[src/rtl/bcd_pkg.sv]
// bcd_pkg
// Shared definitions for the binary-to-BCD result converter.
//   BCD_WIDTH      default binary input width ({carry, sum} of the dot product)
//   BCD_DIGITS     default number of packed BCD output digits
//   BCD_ADD_THRESH digit value at or above which the add-3 correction applies
//   BCD_ADD_INC    correction increment
//   bcd_state_t    converter FSM state type with ST_IDLE / ST_SHIFT / ST_DONE
package bcd_pkg;

    localparam int unsigned BCD_WIDTH  = 17;
    localparam int unsigned BCD_DIGITS = 6;

    localparam logic [3:0] BCD_ADD_THRESH = 4'd5;
    localparam logic [3:0] BCD_ADD_INC    = 4'd3;

    typedef logic [1:0] bcd_state_t;

    localparam bcd_state_t ST_IDLE  = 2'd0;
    localparam bcd_state_t ST_SHIFT = 2'd1;
    localparam bcd_state_t ST_DONE  = 2'd2;

endpackage

[src/rtl/bcd_add3.sv]
// bcd_add3
// Combinational double-dabble digit correction cell: dout = din >= 5 ? din + 3 : din.
// Ports:
//   din   input  [3:0]  BCD digit before correction
//   dout  output [3:0]  corrected digit (at most 12, so 4-bit arithmetic never wraps)
module bcd_add3
    import bcd_pkg::*;
(
    input  logic [3:0] din,
    output logic [3:0] dout
);

    assign dout = (din >= BCD_ADD_THRESH) ? (din + BCD_ADD_INC) : din;

endmodule

[src/rtl/bcd_result_converter.sv]
// bcd_result_converter
// Iterative binary-to-BCD converter (shift-and-add-3, one bit per clock) for the
// dot-product result feeding the HEX5..HEX0 seven-segment drivers.
// Optional feature macro: BCD_LEADING_BLANK_EN enables the leading-zero blank mask;
// when undefined, blank is tied to zero and no blanking logic exists.
// Ports:
//   clk      input              rising-edge clock
//   reset    input              synchronous, active-high reset
//   start    input              conversion request, accepted only while ready=1
//   bin_in   input  [WIDTH-1:0] binary value, sampled on the accepting edge
//   ready    output             converter idle
//   valid    output             one-cycle pulse when bcd_out/blank update
//   bcd_out  output [4*DIGITS-1:0] packed digits, units in [3:0]
//   blank    output [DIGITS-1:0]   bit i=1 marks digit i as a leading zero
module bcd_result_converter
    import bcd_pkg::*;
#(
    parameter int unsigned WIDTH  = BCD_WIDTH,
    parameter int unsigned DIGITS = BCD_DIGITS
) (
    input  logic                  clk,
    input  logic                  reset,
    input  logic                  start,
    input  logic [WIDTH-1:0]      bin_in,
    output logic                  ready,
    output logic                  valid,
    output logic [4*DIGITS-1:0]   bcd_out,
    output logic [DIGITS-1:0]     blank
);

    localparam int unsigned BW = 4 * DIGITS;
    localparam int unsigned SW = BW + WIDTH;
    localparam int unsigned CW = $clog2(WIDTH + 1);
    localparam logic [CW-1:0] LAST_CNT = CW'(WIDTH - 1);

    bcd_state_t    state_q, state_d;
    logic [SW-1:0] sr_q, sr_d;
    logic [CW-1:0] cnt_q, cnt_d;
    logic [BW-1:0] bcd_q, bcd_d;
    logic          load_out;

    logic [BW-1:0] corr;
    logic [SW-1:0] shifted;

    // Correct every BCD digit of the register, then shift the whole thing left.
    for (genvar g = 0; g < int'(DIGITS); g++) begin : g_add3
        bcd_add3 u_add3 (
            .din  (sr_q[WIDTH + 4*g +: 4]),
            .dout (corr[4*g +: 4])
        );
    end

    assign shifted = {corr, sr_q[WIDTH-1:0]} << 1;

    always_comb begin
        state_d  = state_q;
        sr_d     = sr_q;
        cnt_d    = cnt_q;
        bcd_d    = bcd_q;
        load_out = 1'b0;
        case (state_q)
            ST_IDLE: begin
                if (start) begin
                    sr_d    = {{BW{1'b0}}, bin_in};
                    cnt_d   = '0;
                    state_d = ST_SHIFT;
                end
            end
            ST_SHIFT: begin
                sr_d  = shifted;
                cnt_d = cnt_q + CW'(1);
                // Outputs are registered on the last shift edge so they are
                // visible together with valid during the DONE cycle.
                if (cnt_q == LAST_CNT) begin
                    state_d  = ST_DONE;
                    bcd_d    = shifted[SW-1:WIDTH];
                    load_out = 1'b1;
                end
            end
            ST_DONE: state_d = ST_IDLE;
            default: state_d = ST_IDLE;
        endcase
    end

    always_ff @(posedge clk) begin
        if (reset) begin
            state_q <= ST_IDLE;
            sr_q    <= '0;
            cnt_q   <= '0;
            bcd_q   <= '0;
        end else begin
            state_q <= state_d;
            sr_q    <= sr_d;
            cnt_q   <= cnt_d;
            bcd_q   <= bcd_d;
        end
    end

    assign ready   = (state_q == ST_IDLE);
    assign valid   = (state_q == ST_DONE);
    assign bcd_out = bcd_q;

`ifdef BCD_LEADING_BLANK_EN
    localparam logic [DIGITS-1:0] BLANK_RST = {{(DIGITS-1){1'b1}}, 1'b0};

    logic [DIGITS-1:0] blank_q, blank_next;

    // Walk down from the top digit; a digit is blank while everything above and
    // including it is zero. Digit 0 always shows.
    always_comb begin
        logic zero_above;
        zero_above = 1'b1;
        blank_next = '0;
        for (int i = int'(DIGITS) - 1; i >= 0; i--) begin
            zero_above    = zero_above && (shifted[WIDTH + 4*i +: 4] == 4'd0);
            blank_next[i] = (i > 0) && zero_above;
        end
    end

    always_ff @(posedge clk) begin
        if (reset) begin
            blank_q <= BLANK_RST;
        end else if (load_out) begin
            blank_q <= blank_next;
        end
    end

    assign blank = blank_q;
`else
    logic unused_load_out;
    assign unused_load_out = load_out;
    assign blank           = '0;
`endif

endmodule

[config.mk]
export PLATFORM = sky130hd
export DESIGN_NAME = bcd_result_converter
export DESIGN_NICKNAME = d
export VERILOG_FILES = /design/src/rtl/bcd_pkg.sv /design/src/rtl/bcd_add3.sv /design/src/rtl/bcd_result_converter.sv
export SDC_FILE = /design/constraint.sdc
export NUM_CORES = 1
export LEC_CHECK = 0
export ABC_AREA = 1
export CORE_MARGIN = 1.5
export CORE_UTILIZATION = 56
export CTS_BUF_LIST = sky130_fd_sc_hd__clkbuf_4 sky130_fd_sc_hd__clkbuf_8
export DETAILED_ROUTE_END_ITERATION = 10
export MAX_ROUTING_LAYER = met4
export PLACE_DENSITY_LB_ADDON = 0.3
export RECOVER_POWER = 25
export SETUP_SLACK_MARGIN = 0.05
export SLEW_MARGIN = 20
export SYNTH_ARGS = -nofsm -noshare
export SYNTH_HDL_FRONTEND = slang
export SYNTH_SLANG_ARGS = --single-unit
[constraint.sdc]
create_clock -name clk -period 2.3 [get_ports clk]
set_clock_uncertainty 0.2 [all_clocks]
set_input_delay 0.46 -clock clk [delete_from_list [all_inputs] [get_ports clk]]
set_output_delay 0.46 -clock clk [all_outputs]
set_load 0.01 [all_outputs]
==> results.json, run 1 <==
{
  "outcome": "complete, no violations",
  "yosysMostFrequentCell": "nand2_1",
  "layout.nets": 645,
  "grt_overflow": 0,
  "async_flop_share_pct": 0,
  "fmax_mhz": 485.6,
  "hold_buffers": 0,
  "drc": 0,
  "via_per_inst": 5.156,
  "yosysTopAreaCell": "dfxtp_1",
  "cts_buffers": 9,
  "dr.pass1.iters": 6,
  "syn_area_per_cell_um2": 6.463,
  "die_area_um2": 6978,
  "syn-cell-area_um2": 3632,
  "ios": 52,
  "pwr_density_cell_nw_per_um2": 609.1,
  "setup_slack_ps": 240.8,
  "cap_viol_max_count": 0,
  "die_w_um": 83.54,
  "ys_warn_count": 0,
  "vias": 3573,
  "drv_slew": 0,
  "synth_fa_ha_area_share_pct": 4.823,
  "internal-power_uw": 2072,
  "cts_root_buf": "clkbuf_8",
  "die_h_um": 83.54,
  "initial_utilization_pct": 57.53,
  "regToRegStartpoint": "state_q[0]",
  "cp_max_fo": 5,
  "ir_worst_vdd_mv": 0.3664,
  "reg2reg_slack_ps": 370,
  "r2r-end": "sr_q[16]",
  "required_ps": 1640,
  "grt_first_pass_wirelength_mm": 14.43,
  "synth_top_family_by_area": "simple AND/OR/NAND/NOR gates",
  "critPathLaunchType": "flop",
  "max_slew_margin_pct": 48.32,
  "critPathCapture": "valid",
  "yosysSeqAreaShare_pct": 39.68,
  "dp.cells": 677,
  "netlist_instances": 562,
  "finalWeightedCongestion": 0.8632,
  "grt_usage_pct": 25.94,
  "core_um2": 6314,
  "cts_setup_buffers": 0,
  "tightestPinTransition_ps": 775.3,
  "cp-startpoint": "state_q[0]",
  "syn_to_final_growth_pct": 21.01,
  "cts_max_level": 3,
  "swShare_pct": 22.60,
  "ys_types": 21,
  "hold_viol_final": 0,
  "fin_crit_sh_pct": 89.53,
  "arrival_ps": 1400,
  "antenna_found_initial": 0,
  "synth_common_cells": "nand2_1 (213), inv_1 (74), dfxtp_1 (72)",
  "muxShareOfSynthArea_pct": 0,
  "place_hpwl_mm": 5.745,
  "slowest_delay_ps": 540,
  "pre_cts_slack_ps": 214.8,
  "p_clk_share_pct": 45.2,
  "drt_iter0_drc": 225,
  "synth_compound_area_share_pct": 5.925,
  "power_frac_comb_pct": 6.7,
  "setup_viol": 0,
  "final.setup.tns_ps": 0,
  "endpoint_kind": "primary output",
  "rr_worst_depth": 7,
  "synthTopCellsByArea": "dfxtp_1 (40%), nand2_1 (22%), inv_1 (7.6%)",
  "switchingPower_uw": 605.0,
  "ant_nets": 0,
  "p_leak_uw": 0.002186,
  "cts_resized": 0,
  "synth_ff_type": "dfxtp_1",
  "instances_no_fill": 693,
  "insertion_delay_ps": 350,
  "crit_path_cell_trace": "nor2_1, clkdlybuf4s50_1",
  "criticalPathCategory": "reg -> out",
  "yosys.area_share.simple_pct": 38.24,
  "synth-edff-count": 0,
  "rsz0062_at_grt": "false",
  "grt_max_degree": 27,
  "pwr-share-seq_pct": 48.0,
  "yosysTopAreaCellShare_pct": 39.68,
  "grt_pass1_vias": 3373,
  "diodes": 0,
  "synth-seq-cells": 72,
  "cpMaxStageDelayCell": "clkdlybuf4s50_1",
  "totalWireLength_mm": 8.373,
  "drive_above_1_share_pct": 5.357,
  "io_buffers": 45,
  "path_clk_slew_ps": 80,
  "clk_path_buf_depth": 2,
  "min_period_ps": 2059,
  "synth-xor-area-share_pct": 0,
  "cts_num_sinks": 72,
  "hold_class": "reg -> reg",
  "fp-row-count": 29,
  "cts_tree": "yes",
  "wl_per_cell_um": 12.08
}
[how the worst min path moves through the flow]
stage,from,endpoint,slack (ps),cells after the start
floorplan,sr_q[0],sr_q[0],220,2
global placement,sr_q[0],sr_q[0],230,2
detailed placement,sr_q[8],sr_q[8],260,2
CTS,sr_q[8],sr_q[8],280,2
global route,sr_q[7],sr_q[7],290,2
finish,sr_q[8],sr_q[8],270,2
[cells in the final DEF (no fill, tap or decap), drive strengths merged]
cell type	count
a21boi	6
a21oi	8
buf	9
bufinv	3
clkbuf	11
clkdlybuf4s50	44
clkinv	2
clkinvlp	1
conb	6
dfxtp	72
dlygate4sd3	1
ha	14
inv	76
nand2	216
nand3	43
nand4	15
nor2	63
o21ai	26
[stage by stage]
stage                     power [uW]  area [um2]  util, %  hold slack, ps
after detailed placement        1496        4163    65.93           257.7
after CTS                       2690        4402    69.72           276.8
after floorplan                 1425        3651        -           219.1
final                           2677        4395    69.62           274.7
after global placement          1491        4163    65.93           229.0
after global routing            2758        4395    69.62           294.9
[layout make-up]
type                            instances  area [um2]
Multi-Input combinational cell        397        1799
Inverter                               76       285.3
Clock inverter                          6       107.6
Clock buffer                           10       131.4
Fill cell                             543        1918
Tap cell                               77       96.34
Sequential cell                        72        1441
Timing Repair Buffer                   55       534.3
[power by group through the flow]
stage	clock, uW	sequential [uW]	combinational (uW)
finish	1210	1290	180
global route	1270	1290	201
CTS	1220	1290	183
detailed placement	0	1320	180
global placement	0	1310	178
floorplan	0	1310	115
[state kept, by name, indices dropped and copies added (netlist names)]
register	flops
sr_q	41
bcd_out	24
cnt_q	5
state_q	2
[metal layers]
metal / vias to the layer above / global-route usage (%) / wire [um]
li1: 1818 / - / -
met2: 108 / 46.56 / 4150
met1: 1633 / 28.42 / 3652
met3: 14 / 4.946 / 434
met5: - / - / 0
met4: 0 / 10.13 / 136
[worst max-delay path: cells and delay by family, from the launching register on]
family                 cells  cell delay [ps]
buffers and inverters      1              540
DFF                        1              390
and+or+nand+nor            1              120
[logic make-up after synthesis]
kind of cell               count (synthesis)
AOI/OAI and AO/OA                         40
adders and majority gates                 14
buffers and inverters                     98
DFF                                       72
other                                      1
and+or+nand+nor                          337
(Power assumes the default switching activity.)
==> inputs of run 2 (changes only) <==
Settings changed: TNS_END_PERCENT set to 50.
==> results of run 2 <==
The final DEF is identical to that of run 1; final timing and power are the same.
